==> config.mk <==
export PLATFORM = sky130hd
export DESIGN_NAME = right_shift_seq
export DESIGN_NICKNAME = d
export VERILOG_FILES = /design/src/rtl/shift_pkg.sv /design/src/rtl/right_shift_seq.sv
export SDC_FILE = /design/constraint.sdc
export NUM_CORES = 1
export LEC_CHECK = 0
export BUFFER_PORTS_ARGS = -buffer_cell sky130_fd_sc_hd__buf_4
export CORE_ASPECT_RATIO = 1.2
export CORE_MARGIN = 3
export CORE_UTILIZATION = 53
export DETAILED_ROUTE_END_ITERATION = 12
export HOLD_SLACK_MARGIN = 0.03
export MAX_ROUTING_LAYER = met4
export PLACE_DENSITY = 0.78
export SETUP_SLACK_MARGIN = 0.3
export SYNTH_ARGS = -nofsm -noshare
export SYNTH_HDL_FRONTEND = slang
export SYNTH_SLANG_ARGS = --single-unit
==> constraint.sdc <==
create_clock -name clk -period 2.05 [get_ports clk]
set_input_delay 0.205 -clock clk [delete_from_list [all_inputs] [get_ports clk]]
set_output_delay 0.205 -clock clk [all_outputs]
set_load 0.05 [all_outputs]
==> src/rtl/shift_pkg.sv <==
// Shared types and sizes for the sequential right shifter.
package shift_pkg;

    localparam int DATA_W = 16;
    localparam int CNT_W  = 4;

    typedef enum logic [1:0] {
        IDLE  = 2'd0,
        SHIFT = 2'd1,
        DONE  = 2'd2
    } state_t;

endpackage : shift_pkg

==> src/rtl/right_shift_seq.sv <==
// Sequential right shifter: one bit per clock, logical or arithmetic fill,
// result and last shifted-out bit held until the next completion.
//
// state | meaning
// IDLE  | waiting for start; operands captured on the accepting edge
// SHIFT | shifting one bit per edge until the count reaches zero
// DONE  | result valid, done pulse for one cycle, then back to IDLE
module right_shift_seq
    import shift_pkg::*;
#(
    parameter int WIDTH = DATA_W
) (
    input  logic             clk,
    input  logic             clr_n,
    input  logic             start,
    input  logic [WIDTH-1:0] a,
    input  logic [CNT_W-1:0] amt,
    input  logic             arith,
    output logic [WIDTH-1:0] y,
    output logic             cout,
    output logic             busy,
    output logic             done
);

    state_t             state_q, state_d;
    logic [WIDTH-1:0]   work_q, work_d;
    logic [CNT_W-1:0]   cnt_q, cnt_d;
    logic               fill_q, fill_d;
    logic               sout_q, sout_d;
    logic [WIDTH-1:0]   y_q, y_d;
    logic               cout_q, cout_d;

    always_ff @(posedge clk or negedge clr_n) begin
        if (!clr_n) begin
            state_q <= IDLE;
        end else begin
            state_q <= state_d;
        end
    end

    always_comb begin
        state_d = state_q;
        case (state_q)
            IDLE:    if (start) state_d = SHIFT;
            SHIFT:   if (cnt_q == '0) state_d = DONE;
            DONE:    state_d = IDLE;
            default: state_d = IDLE;
        endcase
    end

    always_comb begin
        busy = (state_q != IDLE);
        done = (state_q == DONE);
    end

    // Datapath is kept apart from the next-state logic; it only looks at state_q.
    always_comb begin
        work_d = work_q;
        cnt_d  = cnt_q;
        fill_d = fill_q;
        sout_d = sout_q;
        y_d    = y_q;
        cout_d = cout_q;
        case (state_q)
            IDLE: begin
                if (start) begin
                    work_d = a;
                    cnt_d  = amt;
                    fill_d = arith & a[WIDTH-1];
                    sout_d = 1'b0;
                end
            end
            SHIFT: begin
                if (cnt_q != '0) begin
                    work_d = {fill_q, work_q[WIDTH-1:1]};
                    sout_d = work_q[0];
                    cnt_d  = cnt_q - CNT_W'(1);
                end else begin
                    y_d    = work_q;
                    cout_d = sout_q;
                end
            end
            default: ;
        endcase
    end

    always_ff @(posedge clk or negedge clr_n) begin
        if (!clr_n) begin
            work_q <= '0;
            cnt_q  <= '0;
            fill_q <= 1'b0;
            sout_q <= 1'b0;
            y_q    <= '0;
            cout_q <= 1'b0;
        end else begin
            work_q <= work_d;
            cnt_q  <= cnt_d;
            fill_q <= fill_d;
            sout_q <= sout_d;
            y_q    <= y_d;
            cout_q <= cout_d;
        end
    end

    assign y    = y_q;
    assign cout = cout_q;

endmodule : right_shift_seq

==> results of run 1 <==
per-layer routing:
layer	up-vias	global-route usage	routed length, µm
met3	6	0.0602	214
li1	642	-	-
met4	0	0.0495	46
met2	42	0.313	2050
met1	687	0.256	1670
met5	-	-	0
worst register-to-register path: cells and delay by family, from the launching register on:
family	cells	cell delay, ns
AND/OR/NAND/NOR	2	0.66
multiplexers	1	0.39
flip-flops	1	0.51
flip-flops by register name (all words and copies together) (netlist names):
signal and count:
y 16, cnt_q 4, fill_q 1, sout_q 1, state_q 2, work_q 16, cout 1
placed cells by master (no fill, tap or decap), types with 2 or more instances in the layout:
master and n:
clkbuf_8 6, dfrtp_1 41, inv_1 6, mux2_4 9, buf_4 47, mux2i_1 17
nor2_1 2, mux2_2 10, o21ai_0 2, a21oi_1 31, nand3b_1 2
worst min path at each step:
stage / startpoint / endpoint / cells after the start / slack, ns
2_1_floorplan: clr_n / cnt_q[0]$_DFFE_PN0P_ / 0 / -0.09
3_3_place_gp: clr_n / state_q[0]$_DFFE_PN0P_ / 1 / 0.20
3_5_place_dp: clr_n / fill_q$_DFFE_PN0P_ / 1 / 0.21
4_1_cts: arith / fill_q$_DFFE_PN0P_ / 2 / 0.17
5_1_grt: arith / fill_q$_DFFE_PN0P_ / 2 / 0.17
6_report: arith / fill_q$_DFFE_PN0P_ / 2 / 0.18
layout make-up:
class / instances / area, µm² / share of cell area
Tap cell: 37 / 46.3 / 0.0191
Inverter: 6 / 22.5 / 0.00927
Clock inverter: 1 / 30.0 / 0.0124
Multi-Input combinational cell: 95 / 845 / 0.348
Sequential cell: 41 / 1030 / 0.422
Clock buffer: 7 / 86.3 / 0.0355
Timing Repair Buffer: 49 / 374 / 0.154
cells in the mapped netlist:
| cell type | n | area share |
|---|---|---|
| nand4b_1 | 1 | 0.0044 |
| mux2_2 | 10 | 0.057 |
| buf_4 | 6 | 0.023 |
| a21oi_1 | 31 | 0.079 |
| buf_6 | 2 | 0.011 |
| a2bb2oi_2 | 1 | 0.0076 |
| nand3b_1 | 2 | 0.0076 |
| nor2b_1 | 1 | 0.0032 |
| o21ba_2 | 1 | 0.0051 |
| o21ai_0 | 2 | 0.0051 |
| or3b_2 | 1 | 0.0044 |
| nand2_1 | 1 | 0.0019 |
| inv_1 | 6 | 0.011 |
| o22ai_1 | 1 | 0.0032 |
| a2111oi_0 | 1 | 0.0044 |
| o211ai_1 | 1 | 0.0038 |
| a41o_1 | 1 | 0.0051 |
| dfrtp_1 | 41 | 0.52 |
| nor2_1 | 2 | 0.0038 |
| nor3_4 | 1 | 0.0082 |
| mux2i_1 | 18 | 0.091 |
| mux2_4 | 9 | 0.068 |
| a31oi_1 | 1 | 0.0032 |
| nor2_2 | 1 | 0.0032 |
| or3_4 | 1 | 0.0057 |
| and2b_1 | 1 | 0.0038 |
| a21boi_0 | 1 | 0.0038 |
| a2111oi_4 | 1 | 0.014 |
| and4bb_2 | 1 | 0.0063 |
| buf_2 | 4 | 0.010 |
| ha_1 | 1 | 0.0063 |
| nand4bb_1 | 1 | 0.0057 |
| nand3_4 | 1 | 0.0089 |
report_power, final:
part           switching [W]  internal (W)  total, W
Combinational        0.00124      0.000946   0.00219
Sequential          0.000299       0.00121   0.00151
Clock               0.000265      0.000397  0.000662
per-stage QoR:
stage	hold WS, ns	total power [W]	cell area [µm²]
finish	0.175	0.00436	2430
global route	0.170	0.00463	2430
CTS	0.167	0.00438	2420
detailed placement	0.213	0.00370	2290
global placement	0.204	0.00361	2290
floorplan	-0.0906	0.00312	1970
cells by family (layout without fill, tap and decap cells):
logic type               after synthesis  after routing  share of synthesized area
AO/OA/AOI/OAI                         42             42                      0.134
flip-flops                            41             41                      0.520
multiplexers                          37             37                      0.217
buffers and inverters                 18             63                     0.0558
AND/OR/NAND/NOR                       15             15                     0.0672
adder cells (fa/ha/maj)                1              1                    0.00634
what timing repair did:
| action | in CTS | in global routing |
|---|---|---|
| hold endpoints to repair | 41 | 0 |
| hold buffers | 1 | 0 |
| pin swaps | 0 | 1 |
| gates resized for setup | 1 | 3 |
| setup endpoints to repair | 1 | 16 |
==> impl_metrics.ini, run 1 <==
[floorplanning]
io_pins = 43
fp.dieArea_um2 = 4490
fp.dieW_um = 61.7
core_area_um2 = 3450
rows = 23
die_y_um = 72.8
start_util = 0.571

[finish]
final_nets = 223
diodes = 0
nFillCells = 251
stdcell_count = 236
final_layout_size_suffix_gt1_frac = 0.427
area_growth_pct = 23.1
utilization = 0.704

[route]
drtIter0Drc = 67
vias_per_cell = 5.83
wirelength_um = 3980
vias = 1377
wire_per_inst_um = 16.9
ant_nets = 0
drc_errors = 0
drt-pass1-iter-count = 4

[logic_synthesis]
yosysWarnings = 0
synth_area_um2 = 1970
ys_ff_latch = 41
synth_nets = 179
yosysUniqueCellTypes = 33
postSynthAreaPerCell_um2 = 12.8
seq_area_frac_synth = 0.520
syn_inst = 154

[sta]
skew_ns = 0.00641
setup_tns_ns = 0
worstMarginPinSlew_ns = 0.499
rsz0062_at_grt = yes
slew_violations = 0
max_freq_mhz = 604
slew_headroom = 0.668
period_share = 0.808
fin_crit_ns = 1.66
final-setup-viol-count = 0
hold_violations = 0
setup_slack_ns = 0.394

[setup_path]
cp.required_ns = 2.23
start_kind = register
worstSetupStartpoint = state_q[1]$_DFFE_PN0P_
critPathBufInv = 0
cp_num_cells = 3
cp-endpoint = y[3]$_DFFE_PN0P_
worstPathCellList = and2b_1 -> nand3_4 -> mux2_4
r2r_end = y[3]$_DFFE_PN0P_
critPathKind = register to register
crit_slowest_cell = dfrtp_1
critPathMaxFanout = 18
end_kind = register
worstPathArrival_ns = 1.84
rrSetupSlack_ns = 0.39
worstRegToRegCells = 3
slowest_delay_ns = 0.51
rr_startpoint = state_q[1]$_DFFE_PN0P_
crit_family = simple AND/OR/NAND/NOR gates

[global_routing]
grt_util_all_layers = 0.201
grt_pass1_wl_um = 6530
grt_pass1_vias = 1410
antenna_found_initial = 0
grt_max_degree = 42
grt_remaining_overflow = 0

[clock_network]
cts_tree = yes
postCtsSetupRepairBufs = 0
htree_num_levels = 2
path_clk_slew_ns = 0.08
cts-buffers-inserted = 5
clk_path_buf_depth = 2
cts_sinks = 41
cts_root_buf = clkbuf_8
clk_latency_ns = 0.29

[outcome]
status = complete, no violations

[placed_design]
dp.cells = 227
place_ws_ns = 0.307
portBuffers = 42
dpl.hpwl_um = 2820
gp_congestion = 0.809

[pwr]
vdd_drop_max_uv = 755
power.density_nw_per_um2 = 1800
leakagePower_nw = 1.23

[worst_hold_path]
hp-class = input pin to register

[flow_run]
max_cap_violations = 0
(Power assumes the default switching activity.)
==> inputs of run 2 (changes only) <==
--- a/config.mk
+++ b/config.mk
@@ -8,11 +8,11 @@
 export BUFFER_PORTS_ARGS = -buffer_cell sky130_fd_sc_hd__buf_4
 export CORE_ASPECT_RATIO = 1.2
 export CORE_MARGIN = 3
-export CORE_UTILIZATION = 53
+export CORE_UTILIZATION = 48
 export DETAILED_ROUTE_END_ITERATION = 12
 export HOLD_SLACK_MARGIN = 0.03
 export MAX_ROUTING_LAYER = met4
-export PLACE_DENSITY = 0.78
+export PLACE_DENSITY = 0.75
 export SETUP_SLACK_MARGIN = 0.3
 export SYNTH_ARGS = -nofsm -noshare
 export SYNTH_HDL_FRONTEND = slang
==> constraint.sdc (replaced) <==
create_clock -name clk -period 1.4 [get_ports clk]
set_input_delay 0.14 -clock clk [delete_from_list [all_inputs] [get_ports clk]]
set_output_delay 0.14 -clock clk [all_outputs]
set_load 0.05 [all_outputs]
==> impl_metrics.ini, run 2 (synthesized netlist as in run 1, its figures left out) <==
[finish]
layout_common_cells = buf_4 (60), dfrtp_1 (41), mux2_4 (18), mux2i_1 (18), a21oi_1 (15)
ff_latch_area_um2 = 1030
area_growth_pct = 49.9
final_layout_size_suffix_gt1_frac = 0.604
final_nets = 251
nFillCells = 243
final_cell_area_um2 = 2960
multiInputGateArea_um2 = 996
final_common_cell = buf_4
stdcell_count = 279
diodes = 0

[sta]
hold_violations = 0
skew_ns = 0.00940
worstMarginPinSlew_ns = 0.521
max_freq_mhz = 618
slew_headroom = 0.653
fin_crit_ns = 1.62
setup_tns_ns = -4.73
period_share = 1.16
rsz0062_at_grt = yes
setup_slack_ns = -0.219
slew_violations = 0
final-setup-viol-count = 39

[floorplanning]
fp.dieW_um = 64.5
io_pins = 43
fp.dieArea_um2 = 4920
rows = 24
die_y_um = 76.2
start_util = 0.521
core_area_um2 = 3780

[global_routing]
grt_max_degree = 42
grt_remaining_overflow = 0
grt_util_all_layers = 0.215
antenna_found_initial = 0
grt_pass1_vias = 1597
grt_pass1_wl_um = 8000

[setup_path]
critPathKind = register to register
cp.required_ns = 1.60
start_kind = register
end_kind = register
worstPathArrival_ns = 1.82
critPathMaxFanout = 5

[clock_network]
cts_root_buf = clkbuf_8
cts_tree = yes
cts_sinks = 41
clk_path_buf_depth = 2
clk_latency_ns = 0.30
path_clk_slew_ns = 0.08
cts-buffers-inserted = 5
htree_num_levels = 2

[pwr]
vdd_drop_max_uv = 1470
power.density_nw_per_um2 = 2620
power.total_w = 0.00774
leakagePower_nw = 1.49

[worst_hold_path]
hp-class = input pin to register

[placed_design]
dp.cells = 254
place_area_um2 = 2530
portBuffers = 42
gp_congestion = 0.822
dpl.hpwl_um = 3120

[outcome]
violations = setup timing
status = finished with violations

[route]
drtIter0Drc = 73
ant_nets = 0
vias = 1486
wire_per_inst_um = 17.6
drt-pass1-iter-count = 4
drc_errors = 0
wirelength_um = 4920
vias_per_cell = 5.33

[flow_run]
max_cap_violations = 0
[run 2: power breakdown]
group	switching [W]	internal (W)	leakage [nW]
clock network	0.000432	0.000718	0.0687
registers	0.000431	0.00178	0.484
logic	0.00224	0.00215	0.935
total	0.00310	0.00464	1.49
[run 2: layer usage]
layer,global-route usage,vias to the layer above,share of wire
met5,-,-,0
met4,0.0782,0,0.019
met3,0.0457,11,0.039
met2,0.327,37,0.51
met1,0.283,744,0.43
li1,-,694,-
[run 2: path summary, 6_finish.rpt]
check	slack, ns	startpoint	end	cells past startpoint
setup / recovery	-0.22	cnt_q[1]$_DFFE_PN0P_	sout_q$_DFFE_PN0P_	7
hold / removal	0.13	arith	fill_q$_DFFE_PN0P_	2
setup reg to reg	-0.22	cnt_q[1]$_DFFE_PN0P_	sout_q$_DFFE_PN0P_	7
hold reg to reg	0.52	y[0]$_DFFE_PN0P_	y[0]$_DFFE_PN0P_	1
max in group asynchronous	0.68	clr_n	work_q[4]$_DFFE_PN0P_	2
min in group asynchronous	0.36	clr_n	cnt_q[3]$_DFFE_PN0P_	2
[run 2: metrics by stage]
stage	hold WS [ns]	utilization	setup WS (ns)
global placement	0.143	0.669	-0.106
finish	0.128	0.782	-0.219
CTS	0.121	0.745	-0.144
detailed placement	0.152	0.669	-0.167
global route	0.119	0.782	-0.278
floorplan	-0.156	-	-0.0217
[run 2: layout make-up]
| type | instances | share of cell area |
|---|---|---|
| Clock buffer | 5 | 0.0233 |
| Clock inverter | 3 | 0.0233 |
| Inverter | 6 | 0.00761 |
| Multi-Input combinational cell | 95 | 0.337 |
| Sequential cell | 41 | 0.347 |
| Tap cell | 52 | 0.0220 |
| Timing Repair Buffer | 77 | 0.240 |
[run 2: timing repair]
action                                  4_1_cts  5_1_grt
endpoints found under the hold margin        41        0
hold buffers                                  1        0
resized for setup                            24        8
buffers inserted                              7        7
pin swaps                                     1        2
endpoints found under the setup margin       43       43
cloned                                        0        2
[run 2: worst max-delay path, stage by stage, from the launching register on]
cell      delay [ns]
dfrtp_1         0.38
inv_2           0.07
ha_4            0.16
and4bb_2        0.25
nor3_4          0.17
buf_6           0.15
buf_12          0.11
mux2i_1         0.23
==> inputs of run 3 (changes only) <==
--- a/config.mk
+++ b/config.mk
@@ -8,11 +8,12 @@
 export BUFFER_PORTS_ARGS = -buffer_cell sky130_fd_sc_hd__buf_4
 export CORE_ASPECT_RATIO = 1.2
 export CORE_MARGIN = 3
-export CORE_UTILIZATION = 48
+export CORE_UTILIZATION = 53
+export CTS_CLUSTER_DIAMETER = 150
 export DETAILED_ROUTE_END_ITERATION = 12
 export HOLD_SLACK_MARGIN = 0.03
 export MAX_ROUTING_LAYER = met4
-export PLACE_DENSITY = 0.75
+export PLACE_DENSITY = 0.78
 export SETUP_SLACK_MARGIN = 0.3
 export SYNTH_ARGS = -nofsm -noshare
 export SYNTH_HDL_FRONTEND = slang
==> constraint.sdc (replaced) <==
create_clock -name clk -period 1.65 [get_ports clk]
set_input_delay 0.165 -clock clk [delete_from_list [all_inputs] [get_ports clk]]
set_output_delay 0.165 -clock clk [all_outputs]
set_load 0.05 [all_outputs]
==> impl_metrics.ini, run 3 (synthesized netlist as in run 1, its figures left out) <==
[floorplanning]
fp.dieArea_um2 = 4490
start_util = 0.571
fp.dieW_um = 61.7
core_area_um2 = 3450
die_y_um = 72.8
io_pins = 43
rows = 23

[pwr]
p_int_w = 0.00364
p_seq_frac = 0.303
pwr-share-clk = 0.132
power.density_nw_per_um2 = 2220
power.total_w = 0.00632
pwr-share-comb = 0.564
p_sw_w = 0.00268
leakagePower_nw = 1.38
vdd_drop_max_uv = 1390
switching_share = 0.424

[route]
wirelength_um = 5460
drt-pass1-iter-count = 4
drc_errors = 0
ant_nets = 0
drtIter0Drc = 69
wire_per_inst_um = 21.1
vias = 1541
vias_per_cell = 5.95

[global_routing]
grt_remaining_overflow = 0
grt_util_all_layers = 0.248
antenna_found_initial = 0
grt_pass1_wl_um = 7870
grt_max_degree = 42
grt_pass1_vias = 1628

[placed_design]
portBuffers = 42
gp_congestion = 0.831
dpl.hpwl_um = 3020

[sta]
max_freq_mhz = 644
final-setup-viol-count = 0
rsz0062_at_grt = yes
period_share = 0.942
skew_ns = 0.00846
slew_violations = 0
setup_tns_ns = 0
fin_crit_ns = 1.55
hold_violations = 0
worstMarginPinSlew_ns = 0.507
slew_headroom = 0.662

[worst_hold_path]
hold_path_depth = 2
hp-class = input pin to register
min_from = arith
whs_endpoint = fill_q$_DFFE_PN0P_

[finish]
area_growth_pct = 44.1
layout_common_cells = buf_4 (54), dfrtp_1 (41), a21oi_1 (18), mux2i_1 (13), a21oi_2 (12)
nFillCells = 199
final_nets = 246
final_common_cell = buf_4
final_layout_size_suffix_gt1_frac = 0.604
diodes = 0

[setup_path]
rrSetupSlack_ns = 0.1
worstRegToRegCells = 7
slowest_delay_ns = 0.38
crit_slowest_cell = dfrtp_1
crit_family = buffers and inverters
start_kind = register
r2r_end = work_q[2]$_DFFE_PN0P_
cp.required_ns = 1.84
critPathMaxFanout = 5
critPathBufInv = 3
critPathKind = register to register
worstPathCellList = inv_2 -> ha_4 -> and4bb_4 -> nor3_4 -> buf_6 -> buf_2 -> a21oi_1
rr_startpoint = cnt_q[1]$_DFFE_PN0P_
worstPathArrival_ns = 1.74
end_kind = register

[flow_run]
max_cap_violations = 0

[clock_network]
htree_num_levels = 2
cts_sinks = 41
cts_tree = yes
path_clk_slew_ns = 0.09
clk_latency_ns = 0.31
cts-buffers-inserted = 5
clk_path_buf_depth = 2
cts_root_buf = clkbuf_8

[outcome]
status = complete, no violations
==> run 3: per-stage QoR <==
stage                     instances  hold WS (ns)   util  cell area (µm²)  setup slack, ns
after floorplan                 154        -0.131      -             2000            0.228
after global placement          231         0.164  0.678             2340            0.149
after detailed placement        231         0.172  0.678             2340            0.104
after CTS                       249         0.145  0.780             2690            0.161
after global routing            259         0.147  0.823             2840           0.0479
final                           259         0.133  0.823             2840           0.0960
==> run 3: worst max path at each step <==
stage                           startpoint                     end  slack [ns]  cells after the start
finish                cnt_q[1]$_DFFE_PN0P_   work_q[2]$_DFFE_PN0P_         0.1                      7
global route          cnt_q[0]$_DFFE_PN0P_    cnt_q[1]$_DFFE_PN0P_        0.05                      7
CTS                   cnt_q[0]$_DFFE_PN0P_  work_q[11]$_DFFE_PN0P_        0.16                      5
detailed placement  state_q[1]$_DFFE_PN0P_       y[15]$_DFFE_PN0P_        0.10                      3
global placement      cnt_q[1]$_DFFE_PN0P_      sout_q$_DFFE_PN0P_        0.15                      6
floorplan             cnt_q[0]$_DFFE_PN0P_  work_q[11]$_DFFE_PN0P_        0.23                      5
==> run 3: final cells by class <==
class,instances,area [µm²],share of cell area
inverters,6,22.5,0.00792
flip-flops and latches,41,1030,0.361
clock inverters,3,46.3,0.0163
well taps,37,46.3,0.0163
repair buffers,72,653,0.230
clock buffers,5,68.8,0.0242
multi-input cells,95,980,0.345
==> run 3: power groups by stage <==
stage          Clock (W)  Combinational (W)  Sequential (W)
2_1_floorplan          0            0.00144         0.00249
3_3_place_gp           0            0.00272         0.00184
3_5_place_dp           0            0.00281         0.00188
4_1_cts         0.000839            0.00313         0.00188
5_1_grt         0.000902            0.00374         0.00197
6_report        0.000837            0.00357         0.00192
==> run 3: timing repair <==
action | CTS | global route
pin swaps | 2 | 2
setup buffers | 7 | 9
setup endpoints to repair | 41 | 41
hold buffers | 1 | 0
cloned | 2 | 1
hold endpoints to repair | 41 | 0
resized for setup | 26 | 18
==> run 3: per-layer routing <==
metal	GRT usage	routed length [µm]	part of all wire
met5	-	0	0
met4	0.0825	212	0.039
met3	0.0619	285	0.052
met2	0.417	2850	0.52
met1	0.284	2110	0.39
